<file path="src/rtl/cdc_sync_bank.sv">
// cdc_sync_bank: multi-flop bus synchronizer with optional per-bit stability filter,
// edge pulses and, in GRAY mode, pointer decode plus multi-bit jump detection.
module cdc_sync_bank #(
    parameter int WIDTH  = 9,
    parameter int STAGES = 2,
    parameter int MODE   = 0,
    parameter int FILTER = 0,
    parameter int ERR_W  = 8
) (
    input  logic             clk,
    input  logic             rst,
    input  logic [WIDTH-1:0] d_in,
    output logic [WIDTH-1:0] d_sync,
    output logic [WIDTH-1:0] d_bin,
    output logic [WIDTH-1:0] rise,
    output logic [WIDTH-1:0] fall,
    output logic             changed,
    output logic             gray_err,
    output logic [ERR_W-1:0] err_cnt
);
    generate
        if (STAGES < 2 || STAGES > 8) begin : g_bad_stages
            $error("cdc_sync_bank: STAGES must be 2..8");
        end
        if (FILTER > 15) begin : g_bad_filter
            $error("cdc_sync_bank: FILTER must be 0..15");
        end
        if (FILTER != 0 && MODE == 1) begin : g_bad_mode
            $error("cdc_sync_bank: FILTER is only allowed in LEVEL mode");
        end
    endgenerate

    logic [WIDTH-1:0] s [STAGES];
    logic [WIDTH-1:0] s_last;
    logic [WIDTH-1:0] prev;

    // Plain flop chain: nothing may sit between stages.
    always_ff @(posedge clk) begin
        if (rst) begin
            for (int i = 0; i < STAGES; i++) s[i] <= '0;
        end else begin
            s[0] <= d_in;
            for (int i = 1; i < STAGES; i++) s[i] <= s[i-1];
        end
    end

    assign s_last = s[STAGES-1];

    generate
        if (FILTER == 0) begin : g_nofilt
            assign d_sync = s_last;
        end else begin : g_filt
            logic [3:0] cnt [WIDTH];
            // A bit only follows s_last after FILTER consecutive mismatching cycles.
            always_ff @(posedge clk) begin
                for (int b = 0; b < WIDTH; b++) begin
                    if (rst) begin
                        cnt[b]    <= '0;
                        d_sync[b] <= 1'b0;
                    end else if (s_last[b] == d_sync[b]) begin
                        cnt[b] <= '0;
                    end else if (cnt[b] == 4'(FILTER - 1)) begin
                        d_sync[b] <= s_last[b];
                        cnt[b]    <= '0;
                    end else begin
                        cnt[b] <= cnt[b] + 4'd1;
                    end
                end
            end
        end
    endgenerate

    always_ff @(posedge clk) prev <= rst ? '0 : d_sync;

    assign rise    = d_sync & ~prev;
    assign fall    = ~d_sync & prev;
    assign changed = |(rise | fall);

    generate
        if (MODE == 1) begin : g_gray
            logic [WIDTH-1:0] diff;
            for (genvar i = 0; i < WIDTH; i++) begin : g_bin
                assign d_bin[i] = ^(d_sync >> i);
            end
            assign diff = d_sync ^ prev;
            // More than one bit set iff clearing the lowest set bit leaves something.
            assign gray_err = |(diff & (diff - WIDTH'(1)));
            always_ff @(posedge clk) begin
                if (rst) err_cnt <= '0;
                else if (gray_err && err_cnt != '1) err_cnt <= err_cnt + ERR_W'(1);
            end
        end else begin : g_level
            assign d_bin    = d_sync;
            assign gray_err = 1'b0;
            assign err_cnt  = '0;
        end
    endgenerate
endmodule

</file>
<file path="config.mk">
export PLATFORM = sky130hd
export DESIGN_NAME = cdc_sync_bank
export DESIGN_NICKNAME = d
export VERILOG_FILES = /design/src/rtl/cdc_sync_bank.sv
export SDC_FILE = /design/constraint.sdc
export NUM_CORES = 1
export LEC_CHECK = 0
export CAP_MARGIN = 20
export CORE_ASPECT_RATIO = 1.4
export CORE_MARGIN = 2
export CORE_UTILIZATION = 43
export DETAILED_ROUTE_END_ITERATION = 10
export GPL_TIMING_DRIVEN = 0
export PLACE_DENSITY = 0.85
export SETUP_SLACK_MARGIN = 0.5
export SLEW_MARGIN = 20
export SYNTH_ARGS = -nofsm -noshare
export SYNTH_HDL_FRONTEND = slang
export SYNTH_SLANG_ARGS = --single-unit
</file>
<file path="constraint.sdc">
create_clock -name clk -period 2.6 [get_ports clk]
set_clock_uncertainty 0.2 [all_clocks]
set_input_delay 0.78 -clock clk [delete_from_list [all_inputs] [get_ports clk]]
set_output_delay 0.78 -clock clk [all_outputs]
set_load 0.01 [all_outputs]
</file>
## Word level (Yosys, flattened, before mapping)

Memories as Yosys holds them, arrays and structs flattened.
Index checks and enable logic that the tools add are counted.
W data, S select, Z words.

| cells by class | value |
|---|---|
| reduce and logical (&&, ||, !) cells | 1 |
| bitwise gates (word level) | 7 |
| mux-type cells | 5 |

Operator list:

| operator | count |
|---|---|
| $and A9 B9 Y9 | 2 |
| $mux W9 | 2 |
| $not A9 Y9 | 2 |
| $or A9 B9 Y9 | 1 |
| $reduce_or A9 Y1 | 1 |
| $mux W1 | 3 |
| $or A1 B1 Y1 | 2 |

| storage, ports and cells | value |
|---|---|
| flip-flop bits (word level) | 9 |
| memories kept | 1 |
| word-level logic and storage cells | 15 |
| memory bits (writable) | 18 |

Memory list:

| memory | depth | width | rd ports | clocked after memory_dff | wr ports | RTL line | text |
|---|---|---|---|---|---|---|---|
| s | 2 | 9 | 2 | 0 | 2 | 33 | `logic [WIDTH-1:0] s [STAGES];` |

## Logic depth before layout (Yosys ltp)

Gate-level depths: netlist of run 1.
An unclocked memory read counts as a cell.

| logic depth | value |
|---|---|
| word-level depth | 5 |
| mapped depth | 4 |

## Worst setup path before layout of run 1

No wires, ideal clock.

| path | value |
|---|---|
| path type | reg-to-output |
| start | mem s[1][7] (netlist: s[0][16]) |
| end | out changed |
| data arrival time | 1,134 ps |
| buffers on the path | 0 |
| setup slack | 486 ps |
| data required time | 1,620 ps |
| stages on the path, launching flop included | 5 |
| path through | dfxtp_1 > inv_1 > ha_1 > nand4_1 > or3_1 |

RTL lines:

| item | RTL line | text |
|---|---|---|
| start, declared | 33 |  |
| end, declared | 17 | `output logic changed,` |

==> results of run 1 <==
==> power by group through the flow <==
| stage | clock network (µW) | logic, µW | registers, µW |
|---|---|---|---|
| 2_1_floorplan | 0 | 78.3 | 447 |
| 3_3_place_gp | 0 | 139 | 448 |
| 3_5_place_dp | 0 | 143 | 450 |
| 4_1_cts | 183 | 141 | 440 |
| 5_1_grt | 200 | 167 | 442 |
| 6_report | 185 | 152 | 440 |
==> path summary, 6_finish.rpt <==
check	end	cells after the start
max reg2reg	prev[3]$_SDFF_PP0_	3
max	changed	5
min reg2reg	s[0][9]$_SDFF_PP0_	1
min	s[0][9]$_SDFF_PP0_	1
==> metrics by stage <==
stage	setup WS, ns	hold WS (ns)	std cells
after global routing	-0.0239	0.254	229
after detailed placement	-0.0392	0.231	215
after floorplan	0.503	0.214	132
final	0.0301	0.250	229
after global placement	-0.0391	0.218	215
after CTS	0.00101	0.250	229
==> repair_timing <==
action,CTS,global route
pin swaps,6,2
resized for setup,160,28
setup endpoints to repair,37,17
buffers inserted,10,0
==> cells by family after synthesis <==
family                     count (synthesis)
buffers and inverters                     47
adders and majority gates                 18
and+or+nand+nor                           31
other                                      1
DFF                                       27
==> routing by layer <==
metal | GRT usage (%) | up-vias | wire length (µm)
li1 | - | 470 | -
met1 | 13.5 | 440 | 843
met2 | 35.6 | 24 | 1670
met3 | 2.02 | 2 | 83
met4 | 5.36 | 0 | 14
met5 | 0 | - | 0
==> state kept, by name, indices dropped and copies added (netlist names) <==
register  flops
s            18
prev          9
==> cells in the final DEF (no fill, tap or decap) <==
master           Yosys  routed
and2b_1              1       1
buf_2                0      25
buf_4               29      37
buf_6                0      10
clkbuf_2             0       4
clkbuf_4             0       3
clkdlybuf4s50_1      0      10
clkinvlp_4           0       1
conb_1               1       9
dfxtp_1             27      14
dfxtp_2              0      13
ha_1                18       5
ha_2                 0       3
ha_4                 0      10
inv_1               18      14
inv_2                0       4
nand2_1              1       1
nand3_1              1       1
nand4_1              1       1
nor2_1               9       9
nor2b_1             17      17
or3_4                0       1
==> cell type report <==
type / instances / area share, %
buffer: 29 / 11.5
inverter: 18 / 3.55
sequential: 27 / 29.3
clock buffer: 3 / 1.18
multi-input combinational: 58 / 29.8
tap: 36 / 2.37
timing repair buffer: 57 / 22.0
clock inverter: 1 / 0.395
==> flow_metrics.tcl, run 1 <==
set metrics [dict create \
    clock.fmax_mhz 389 \
    min_period_over_period_pct 98.8 \
    die-area_mm2 0.00329 \
    gr-total-overflow 0 \
    cts_hold_buf 0 \
    syn_area_mm2 0.00122 \
    cts_tree "done" \
    drt_iter0_drc 1 \
    synthTopCellsByCount "buf_4 (29), dfxtp_1 (27), ha_1 (18), inv_1 (18), nor2b_1 (17)" \
    combPwrFrac_pct 19.5 \
    hold_start "s[0][0]$_SDFF_PP0_" \
    hold_class "reg2reg" \
    synthArstFlopShare_pct 0 \
    fin_util_pct 71.2 \
    gp_congestion 0.700 \
    cp_max_fo 2 \
    worstSetupStartpoint "s[0][12]$_SDFF_PP0_" \
    antenna_found_initial 0 \
    synth_xor_area_share_pct 0 \
    drv_cap 0 \
    synthFlopType "dfxtp_1" \
    switching_share_pct 25.5 \
    start_kind "register" \
    synth.top_cell.area_share_pct 44.2 \
    io_pins 57 \
    total_power_uw 777 \
    portBuffers 47 \
    n_fill_cell 214 \
    final_antenna_net_count 0 \
    clockPowerShare_pct 23.8 \
    critPathKind "reg2out" \
    ir_worst_vdd_uv 425 \
    hpwl_um 1980 \
    arrival_ns 1.59 \
    clock_tree.root_cell "clkbuf_4" \
    syn_to_final_growth_pct 55.3 \
    placed_cell_area_mm2 0.00178 \
    drtPass1Iterations 3 \
    synth_cells 124 \
    final.setup.tns_ns 0 \
    multi_input_area_um2 566 \
    drive_above_1_share_pct 57.5 \
    worstPathCellList "inv_2 -> ha_4 -> nand4_1 -> or3_4 -> buf_6" \
    drcViolationCount 0 \
    n_antenna_cell 0 \
    start_util_pct 45.8 \
    p_switching_uw 198 \
    design_area_mm2 0.00190 \
    share_seq_of_total_power_pct 56.6 \
    seq_area_frac_synth_pct 44.2 \
    synth_top_family_by_area "buffers and inverters" \
    synth_mux_area_share_pct 0 \
    ys_ff_latch 27 \
    yosysTopAreaCell "dfxtp_1" \
    clk_latency_ns 0.33 \
    grt_pass1_vias 947 \
    yosys.cell_count.top_type "buf_4" \
    numCtsBuffers 3 \
    hold_viol_final 0 \
    leakage_uw 0.000939 \
    vias 936 \
    crit_path_end_kind "output pin" \
    clock_path_buffers 2 \
    worst_path_largest_cell_delay_ns 0.38 \
    grt_pass1_wl_um 3950 \
    synth.top_cells.by_area "dfxtp_1 (44%), ha_1 (18%), buf_4 (18%)" \
    grt_max_degree 17 \
    core_area_mm2 0.00267 \
    final_nets 223 \
    clock_sink_count 27 \
    crit_buf_inv 2 \
    fin_crit_ns 2.57 \
    wl_um 2610 \
    register_area_um2 557 \
    rows 22 \
    setup_viol 0 \
    critPathTopFamily "simple AND/OR/NAND/NOR gates" \
    finalMaxSlewViolations 0 \
    critical_path.slowest_cell "or3_4" \
    h-tree-depth 1 \
    die_y_um 67.1 \
    fp.dieW_um 49.1 \
    synth_compound_area_share_pct 0 \
    avgSynthCellArea_um2 9.87 \
    r2r-start "s[0][12]$_SDFF_PP0_" \
    status "complete, no violations" \
    r2r_setup_slack_ns 1.75 \
    power.internal_uw 579 \
    groute.usage.overall_pct 15.8 \
    routedWlPerCell_um 11.4 \
    ys_warn_count 0 \
    vias_per_cell 4.09 \
    powerDensity_mw_per_mm2 409 \
    synth_fa_ha_area_share_pct 18.4 \
    synth_edf_count 0 \
    cp.required_ns 1.62 \
    synthSimpleGateAreaFrac_pct 13.8 \
    synthDistinctLibCells 12 \
    rsz0062_at_grt "true" \
    path_clk_slew_ns 0.15 \
]
Note: power is estimated with default switching activity, not from simulation.
==> run 2: changes to the inputs <==
--- a/config.mk
+++ b/config.mk
@@ -12,7 +12,6 @@
 export DETAILED_ROUTE_END_ITERATION = 10
 export GPL_TIMING_DRIVEN = 0
 export PLACE_DENSITY = 0.85
-export SETUP_SLACK_MARGIN = 0.5
 export SLEW_MARGIN = 20
 export SYNTH_ARGS = -nofsm -noshare
 export SYNTH_HDL_FRONTEND = slang
==> constraint.sdc (replaced) <==
create_clock -name clk -period 3.2 [get_ports clk]
set_clock_uncertainty 0.2 [all_clocks]
set_input_delay 0.96 -clock clk [delete_from_list [all_inputs] [get_ports clk]]
set_output_delay 0.96 -clock clk [all_outputs]
set_load 0.01 [all_outputs]
==> flow_metrics.tcl, run 2 (synthesis results as in run 1) <==
set metrics [dict create \
    numCtsBuffers 3 \
    gp_congestion 0.692 \
    drt_iter0_drc 13 \
    register_area_um2 547 \
    vias_per_cell 3.93 \
    reg_top3 "s (18), prev (9)" \
    drv_cap 0 \
    hold_class "reg2reg" \
    clock.fmax_mhz 355 \
    largest_register_ffs 18 \
    portBuffers 47 \
    die_y_um 67.1 \
    core_area_mm2 0.00267 \
    grt_pass1_wl_um 3330 \
    wl_met2_um 1250 \
    min_period_over_period_pct 87.9 \
    start_kind "register" \
    rows 22 \
    clock_path_buffers 2 \
    powerDensity_mw_per_mm2 335 \
    leakage_uw 0.000814 \
    wl_met1_um 701 \
    wl_um 2050 \
    syn_to_final_growth_pct 47.4 \
    start_util_pct 45.8 \
    n_antenna_cell 0 \
    fin_hold_ws_ns 0.249 \
    path_clk_slew_ns 0.13 \
    layout_commonest_cell "clkdlybuf4s50_1" \
    antenna_found_initial 0 \
    ir_worst_vdd_uv 352 \
    final_nets 213 \
    cts_tree "done" \
    multi_input_area_um2 428 \
    groute.usage.overall_pct 12.9 \
    clock_sink_count 27 \
    r2r_setup_slack_ns 2.36 \
    finalMaxSlewViolations 0 \
    wl_met3_um 88 \
    n_fill_cell 228 \
    critPathKind "reg2out" \
    vias 861 \
    grt_max_degree 15 \
    fp.dieW_um 49.1 \
    gr-total-overflow 0 \
    fin_crit_ns 2.81 \
    total_power_uw 604 \
    drive_above_1_share_pct 20.2 \
    routedWlPerCell_um 9.37 \
    layout_common_cells "clkdlybuf4s50_1 (46), buf_4 (29), dfxtp_1 (22)" \
    placed_cell_area_mm2 0.00177 \
    status "complete, no violations" \
    arrival_ns 1.65 \
    postCtsSetupBuffers 0 \
    rsz0062_at_grt "false" \
    largest_register "s" \
    cts_hold_buf 0 \
    io_pins 57 \
    cp_max_fo 4 \
    clock_tree.root_cell "clkbuf_4" \
    clk_latency_ns 0.30 \
    design_area_mm2 0.00180 \
    final.setup.tns_ns 0 \
    h-tree-depth 1 \
    hold_viol_final 0 \
    crit_path_end_kind "output pin" \
    hpwl_um 1800 \
    cp.required_ns 2.04 \
    grt_pass1_vias 830 \
    top_layer_used "met4" \
    die-area_mm2 0.00329 \
    final_antenna_net_count 0 \
    setup_viol 0 \
    drtPass1Iterations 2 \
    drcViolationCount 0 \
]
-- run 2: cell count changes in the layout (fill, tap and decap cells not counted), moves of 10 or more --
cell	change
buf_2	-25
buf_6	-10
clkdlybuf4s50_1	+36
ha_1	+13
ha_4	-10
-- run 2: critical path: stages, from the launching register on --
cell            delay, ns
dfxtp_2              0.38
inv_1                0.07
ha_1                 0.28
nand4_1              0.09
or3_1                0.36
dlymetal6s2s_1       0.18
-- run 2: path summary, 6_finish.rpt --
kind | start | to | cells after the start
worst max-delay path | s[0][14]$_SDFF_PP0_ | changed | 5
worst min-delay path | s[0][4]$_SDFF_PP0_ | s[0][13]$_SDFF_PP0_ | 1
worst max register to register | s[0][9]$_SDFF_PP0_ | prev[0]$_SDFF_PP0_ | 2
worst min register to register | s[0][4]$_SDFF_PP0_ | s[0][13]$_SDFF_PP0_ | 1
-- run 2: where the power goes --
part           total [µW]  switching [µW]  internal (µW)  leakage, µW
logic                 113            41.7           70.9     0.000575
registers             358            7.74            350     0.000224
clock network         133            84.8           48.6    0.0000150
-- run 2: area by class of cell --
class | count | share of cell area [%]
well taps | 36 | 2.50
flip-flops and latches | 27 | 30.3
multi-input cells | 58 | 23.7
inverters | 18 | 3.74
repair buffers | 47 | 26.2
plain buffers | 29 | 12.1
clock buffers | 4 | 1.46
-- run 2: metal layers --
metal,vias up,global-route usage (%)
met4,0,3.21
li1,448,-
met1,383,11.1
met5,-,0
met2,28,28.9
met3,2,2.47
-- run 2: stage by stage --
stage               util (%)  instances  worst slack (ns)
global placement        66.3        215             0.384
CTS                     67.3        219            0.0130
floorplan                  -        132             0.906
global route            67.6        219             0.288
detailed placement      66.3        215             0.360
finish                  67.6        219             0.386
-- run 2: timing repair --
item,in CTS,in global routing
hold endpoints to repair,0,0
gates resized for setup,2,4
endpoints found under the setup margin,1,1
cloned,0,0
==> run 3: changes to the inputs <==
--- a/config.mk
+++ b/config.mk
@@ -12,7 +12,6 @@
 export DETAILED_ROUTE_END_ITERATION = 10
 export GPL_TIMING_DRIVEN = 0
 export PLACE_DENSITY = 0.85
-export SLEW_MARGIN = 20
 export SYNTH_ARGS = -nofsm -noshare
 export SYNTH_HDL_FRONTEND = slang
 export SYNTH_SLANG_ARGS = --single-unit
==> results of run 3 <==
No change in the layout: final DEF, timing and power equal those of run 2.
